<file path="src/rtl/alu_operand_stager.sv">
// Operand FIFO plus registered result stage wrapped around a combinational ALU core.
// Optional OP_COUNT_EN adds a 16-bit counter of delivered results on port op_count.
module alu_operand_stager #(
  parameter int WIDTH = 32,
  parameter int DEPTH = 4
) (
  input  logic             clk,
  input  logic             rst_n,
  input  logic             in_valid,
  output logic             in_ready,
  input  logic [WIDTH-1:0] in_a,
  input  logic [WIDTH-1:0] in_b,
  output logic [WIDTH-1:0] alu_a,
  output logic [WIDTH-1:0] alu_b,
  input  logic [WIDTH-1:0] alu_out,
  output logic             res_valid,
  input  logic             res_ready,
  output logic [WIDTH-1:0] res_data
`ifdef OP_COUNT_EN
  ,
  output logic [15:0]      op_count
`endif
);

  localparam int AW = $clog2(DEPTH);
  // DEPTH is a power of two, so "full" is just the top count bit set.
  localparam logic [AW:0] FULL_CNT = {1'b1, {AW{1'b0}}};

  typedef enum logic {R_EMPTY, R_FULL} rstate_t;

  logic [DEPTH-1:0][WIDTH-1:0] mem_a, mem_b;
  logic [AW-1:0]               wr_ptr, rd_ptr;
  logic [AW:0]                 count;
  rstate_t                     rstate;
  logic                        fifo_empty, push, load;

  assign fifo_empty = (count == '0);
  assign in_ready   = (count != FULL_CNT);
  assign push       = in_valid && in_ready;
  assign res_valid  = (rstate == R_FULL);
  assign load       = !fifo_empty && (!res_valid || res_ready);

  // Head is gated to zero when empty so the ALU sees a quiet input.
  assign alu_a = fifo_empty ? '0 : mem_a[rd_ptr];
  assign alu_b = fifo_empty ? '0 : mem_b[rd_ptr];

  always_ff @(posedge clk) begin
    if (push) begin
      mem_a[wr_ptr] <= in_a;
      mem_b[wr_ptr] <= in_b;
    end
  end

  always_ff @(posedge clk or negedge rst_n) begin
    if (!rst_n) begin
      wr_ptr <= '0;
      rd_ptr <= '0;
      count  <= '0;
    end else begin
      if (push) wr_ptr <= wr_ptr + 1'b1;
      if (load) rd_ptr <= rd_ptr + 1'b1;
      case ({push, load})
        2'b10:   count <= count + 1'b1;
        2'b01:   count <= count - 1'b1;
        default: count <= count;
      endcase
    end
  end

  always_ff @(posedge clk or negedge rst_n) begin
    if (!rst_n) begin
      rstate   <= R_EMPTY;
      res_data <= '0;
    end else begin
      case (rstate)
        R_EMPTY: begin
          if (load) begin
            res_data <= alu_out;
            rstate   <= R_FULL;
          end
        end
        R_FULL: begin
          if (load)           res_data <= alu_out;
          else if (res_ready) rstate   <= R_EMPTY;
        end
        default: rstate <= R_EMPTY;
      endcase
    end
  end

`ifdef OP_COUNT_EN
  always_ff @(posedge clk or negedge rst_n) begin
    if (!rst_n)                      op_count <= '0;
    else if (res_valid && res_ready) op_count <= op_count + 1'b1;
  end
`endif

endmodule

</file>
<file path="config.mk">
export PLATFORM = sky130hd
export DESIGN_NAME = alu_operand_stager
export DESIGN_NICKNAME = d
export VERILOG_FILES = /design/src/rtl/alu_operand_stager.sv
export SDC_FILE = /design/constraint.sdc
export NUM_CORES = 1
export LEC_CHECK = 0
export ABC_AREA = 1
export CORE_ASPECT_RATIO = 1.1
export CORE_MARGIN = 1.5
export CORE_UTILIZATION = 58
export DETAILED_ROUTE_END_ITERATION = 6
export HOLD_SLACK_MARGIN = 0.03
export MAX_ROUTING_LAYER = met4
export PLACE_DENSITY = 0.85
export SLEW_MARGIN = 10
export SYNTH_ARGS = -nofsm -noshare
export SYNTH_HDL_FRONTEND = slang
export SYNTH_SLANG_ARGS = --single-unit
export TNS_END_PERCENT = 50
</file>
<file path="constraint.sdc">
create_clock -name clk -period 9.1 [get_ports clk]
set_input_delay 1.82 -clock clk [delete_from_list [all_inputs] [get_ports clk]]
set_output_delay 1.82 -clock clk [all_outputs]
set_load 0.02 [all_outputs]
</file>
# After elaboration in Yosys (flattened, before gate mapping)
# Index checks and enable logic that the tools add are counted.
# Widths: inputs -> output; s select.
# classes
add_sub_neg	4
magnitude_cmp	3
n_eq_ne	3
muxes	16
bitwise	1
n_reduce_logical	8
# op_table
cell	count
$bwmux 128	2
$mux 32	6
$bmux 32 s2	2
$demux 32 s2	1
$lt 2x3->1 const B	2
$pmux 3 s2	1
$add 2x1->2 const B	2
$add 3x1->3 const B	1
$logic_and 1x1->1	3
$logic_not 3->1	1
$mux 1	3
$ne 3x3->1 const B	1
$sub 3x1->3 const B	1
$eq 2x1->1 const B	1
$eq 2x2->1 const B	1
$ge 2x1->1 const B	1
$logic_not 1->1	2
$pmux 1 s2	1
$reduce_bool 2->1	1
$logic_or 1x1->1	1
$not 1->1	1
# totals
regBits	296
inputBits	100
word_cells	48

# Logic depth before layout (Yosys ltp)
# logic_depth
depth_word	5
mapped_depth	13

# Worst setup path after synthesis
# No wires, ideal clock.
# synth_timing
path_type	in2reg
from	in in_valid
to	reg mem_a[0] (netlist name) (enable)
setup_ps	487
t_arrival_ps	4660
slack_ps	3954
path_stages	2
n_path_buf	0
path_cell_list	nand2_1 nor2_1
# synth_via
elab_chain_len	1
# synth_lines
element	line_no	source
start: declaration	9	input logic in_valid,
$logic_and 1x1->1	39	assign push = in_valid && in_ready;
end signal: indexed assignment	49	mem_a[wr_ptr] <= in_a;
end: declaration	31	logic [DEPTH-1:0][WIDTH-1:0] mem_a, mem_b;
# Every way passes these cells.
# A chain may end at the register's enable or synchronous reset.

# Worst setup path after layout
# layout_timing
from	reg rd_ptr[0]
to	out alu_b[28]
# layout_via
elab_chain_len	3
# layout_lines
element	line_no	source
start: declaration	32	logic [AW-1:0] wr_ptr, rd_ptr;
start signal: assignment	61	if (load) rd_ptr <= rd_ptr + 1'b1;
$bmux 32 s2	45	assign alu_b = fifo_empty ? '0 : mem_b[rd_ptr];
$mux 32 (not written as such)	45	
$mux 32	45	
end: declaration	14	output logic [WIDTH-1:0] alu_b,
# Every way passes these cells. The select of a mux whose other input is x is not followed.

==> summary.md <==
| Metric | Value |
|---|---|
| Status | completed |
| Cell family with most CP delay | buffers and inverters |
| Crit path DAT | 3.51 ns |
| CTS tree | yes |
| Slowest stage delay, CP | 0.71 ns |
| HP Start | res_data[8] |
| Final setup viols | 0 |
| Hold WC Path Type | reg -> reg |
| TritonCTS Sinks | about 300 |
| Max VDD drop | 0.2385 mV |
| Worst-path clk slew | 0.06 ns |
| Boundary pin count | ~200 |
| Fillers | 1,418 |
| Antenna diode count | 0 |
| Post-CTS Hold Fix Bufs | 0 |
| Slowest library cell on the worst path | dfrtp_4 |
| CP Cell Sequence | inv_4 -> buf_4 -> nand2_1 -> nand3_1 -> a21oi_1 -> clkdlybuf4s50_1 |
| Vias | ~8,600 |
| Crit path launch type | register |
| WP data required | 7.28 ns |
| GRT busiest layer | met2 |
| H-tree depth | 1 |
| Total wire length | 27.29 mm |
| Largest net degree at the start of global routing | 78 |
| Worst Setup SP | rd_ptr[0] |
| Yosys Warn Count | 0 |
| Max cap viols | 0 |
| Synth area leader | edfxtp_1 |
| Num rows | 56 |
| Die area | 22,590 sq um |
| Vias per cell | 5.067 |
| Cell area after synthesis | approximately 13,000 sq um |
| CTS buffer count | 28 |
| Core area | 21,300 sq um |
| Worst path bufs/invs | 3 |
| Post-synth EDFFs | 256 |
| Leak pwr | 6.897 nW |
| Starting DRT DRC Count | 640 |
| Grt met1 use | 0.3052 |
| Crit path max fanout | 68 |
| WS Path Type | reg -> out |
| Least-Margin Pin Slew | slightly above 1 ns |
| ANT nets after route | 0 |
| Cell variety after synth | 20 |
| Mapped Cells | 1,205 |
| M3 GR Usage | 0.04472 |
| Max-slew violations | 0 |
| Total grt overflow | 0 |
| First-pass GRT wire length | 42.92 mm |
| GRT Resource Usage Total | 0.2540 |
| Final Wtd Congestion | 0.7541 |
| Clk root buf | clkbuf_16 |
| M2 GR Usage | 0.4402 |
| Post-Syn Nets | 1,311 |
| Crit Reg-Reg Startpoint | count[1] |
| Main area contributors after synthesis | edfxtp_1 (61%), nand2_1 (11%), inv_1 (8.0%), dfrtp_1 (8.0%), nand3_1 (5.3%) |
| Max-Slew Margin vs Limit | 0.3293 |
| RSZ-0062 raised after global routing | false |
| Register Area | roughly 8700 sq um |
| Most frequent cells after synthesis | nand2_1 (367), inv_1 (268), edfxtp_1 (256), nand3_1 (133), a21oi_1 (64) |
| Clock Path Buffers | 3 |
| Syn_area_per_cell | between 10 and 15 sq um |
| Routed len/inst | 16.07 um |
| Initial antenna violation count | 0 |
| Area Overhead vs Synth | 24.68% |
| Sequential share of the synthesized area | 0.6904 |
| Die Y-Extent | about 160 um |
| Setup repair bufs after CTS | 0 |
| Number of global-route vias before repair | 8,839 |
| Final min period | 5.333 ns |
| Asr flop ratio synth | 0.1351 |
| Detailed Routing Iterations Pass 1 | 5 |
| Final Hold Vio Count | 0 |
| Multi-input logic area | 2541 sq um |
| Most used DFF post-synth | edfxtp_1 |
| Max frequency | about 190 MHz |
| Hpwl dp | 15.87 mm |
| Yosys reg bits | 296 |
| Worst Skew | 0.008255 ns |
| Setup TNS | 0 ns |
| Worst setup EP type | output port |
| Starting Density | 0.5908 |
| Share of post-route cells with drive strength above 1 | 0.04759 |
| Worst-skew pair later-pin latency | 0.53 ns |
| Fin nets | 1,492 |
| Count leader, synth | nand2_1 |
| Post_cts resized | 0 |
| Share of the synthesized area in the top cell type | 0.6109 |
| P per Cell Area | 356.3 nW/um^2 |
| Post-route DRC violation count | 0 |
| DIE WIDTH | around 140 um |
| Final Cycle Share | 0.5860 |
| I/O Buffers | 197 |
| Tot Pwr | 5.590 mW |
[sequential cells by signal (all words and copies together) (netlist names)]
name / cells
mem_a: 128
rd_ptr: 2
mem_b: 128
count: 3
res_valid: 1
res_data: 32
wr_ptr: 2
[tightest hold or removal path, delay by kind of cell (launching register included)]
kind | cells | cell delay [ns]
and+or+nand+nor | 2 | 0.10
DFF | 1 | 0.34
[cells in the final DEF, fill, tap and decap left out, types with 2 or more instances in the layout]
cell type        instances
a21oi_1                 64
buf_4                    9
bufinv_16                7
clkbuf_1                 5
clkbuf_16               29
clkbuf_8                 2
clkdlybuf4s50_1        196
clkinv_1                 3
clkinv_2                 4
clkinv_4                 2
dfrtp_1                 38
edfxtp_1               256
ha_1                     5
inv_1                  268
inv_2                    4
nand2_1                367
nand3_1                133
nor2_4                   4
o21ai_0                  2
xnor2_1                  2
[logic make-up (layout without fill, tap and decap cells)]
kind of cell	count (synthesis)	in the layout	synth area share
simple gates	507	507	0.1653
flops	296	296	0.6904
fa+ha+maj	6	6	0.006562
buf+inv	328	531	0.1101
xor+xnor	2	2	0.001392
compound gates	66	66	0.02625
[area by class of cell]
| cell class | instances | share of cell area |
|---|---|---|
| timing repair buffer | 206 | 0.1297 |
| clock inverter | 16 | 0.01651 |
| clock buffer | 36 | 0.04920 |
| sequential | 296 | 0.5541 |
| tap | 290 | 0.02313 |
| inverter | 273 | 0.06547 |
| multi-input combinational | 581 | 0.1620 |
[metal layers]
layer  vias up  wire length (um)
met3        42              1893
met5         -                 0
met4         0               501
met1      4079             10830
li1       4144                 -
met2       339             14070
[power breakdown]
group / total (mW) / switching [mW] / internal (mW)
logic: 2.36 / 1.46 / 0.902
registers: 1.95 / 0.136 / 1.82
clock network: 1.28 / 0.480 / 0.797
[stage by stage]
| step | cells | cell area (sq um) | util | setup slack, ns | hold WS (ns) |
|---|---|---|---|---|---|
| after floorplan | 1205 | 12580 | - | 3.954 | 0.4498 |
| after global placement | 1646 | 14660 | 0.6882 | 4.415 | 0.4607 |
| after detailed placement | 1646 | 14660 | 0.6882 | 4.352 | 0.4664 |
| after CTS | 1698 | 15690 | 0.7366 | 3.749 | 0.4863 |
| after global routing | 1698 | 15690 | 0.7366 | 3.560 | 0.5011 |
| final | 1698 | 15690 | 0.7366 | 3.767 | 0.4830 |
[path summary, 6_finish.rpt]
check	endpoint	slack (ns)	depth (start not counted)
setup / recovery	alu_b[28]	3.77	6
hold / removal	res_data[8]	0.48	2
setup reg to reg	count[2]	6.39	11
hold reg to reg	res_data[8]	0.48	2
max in group asynchronous	rd_ptr[0]	7.00	1
min in group asynchronous	res_data[11]	1.43	1
Note: power is estimated with default switching activity, not from simulation.
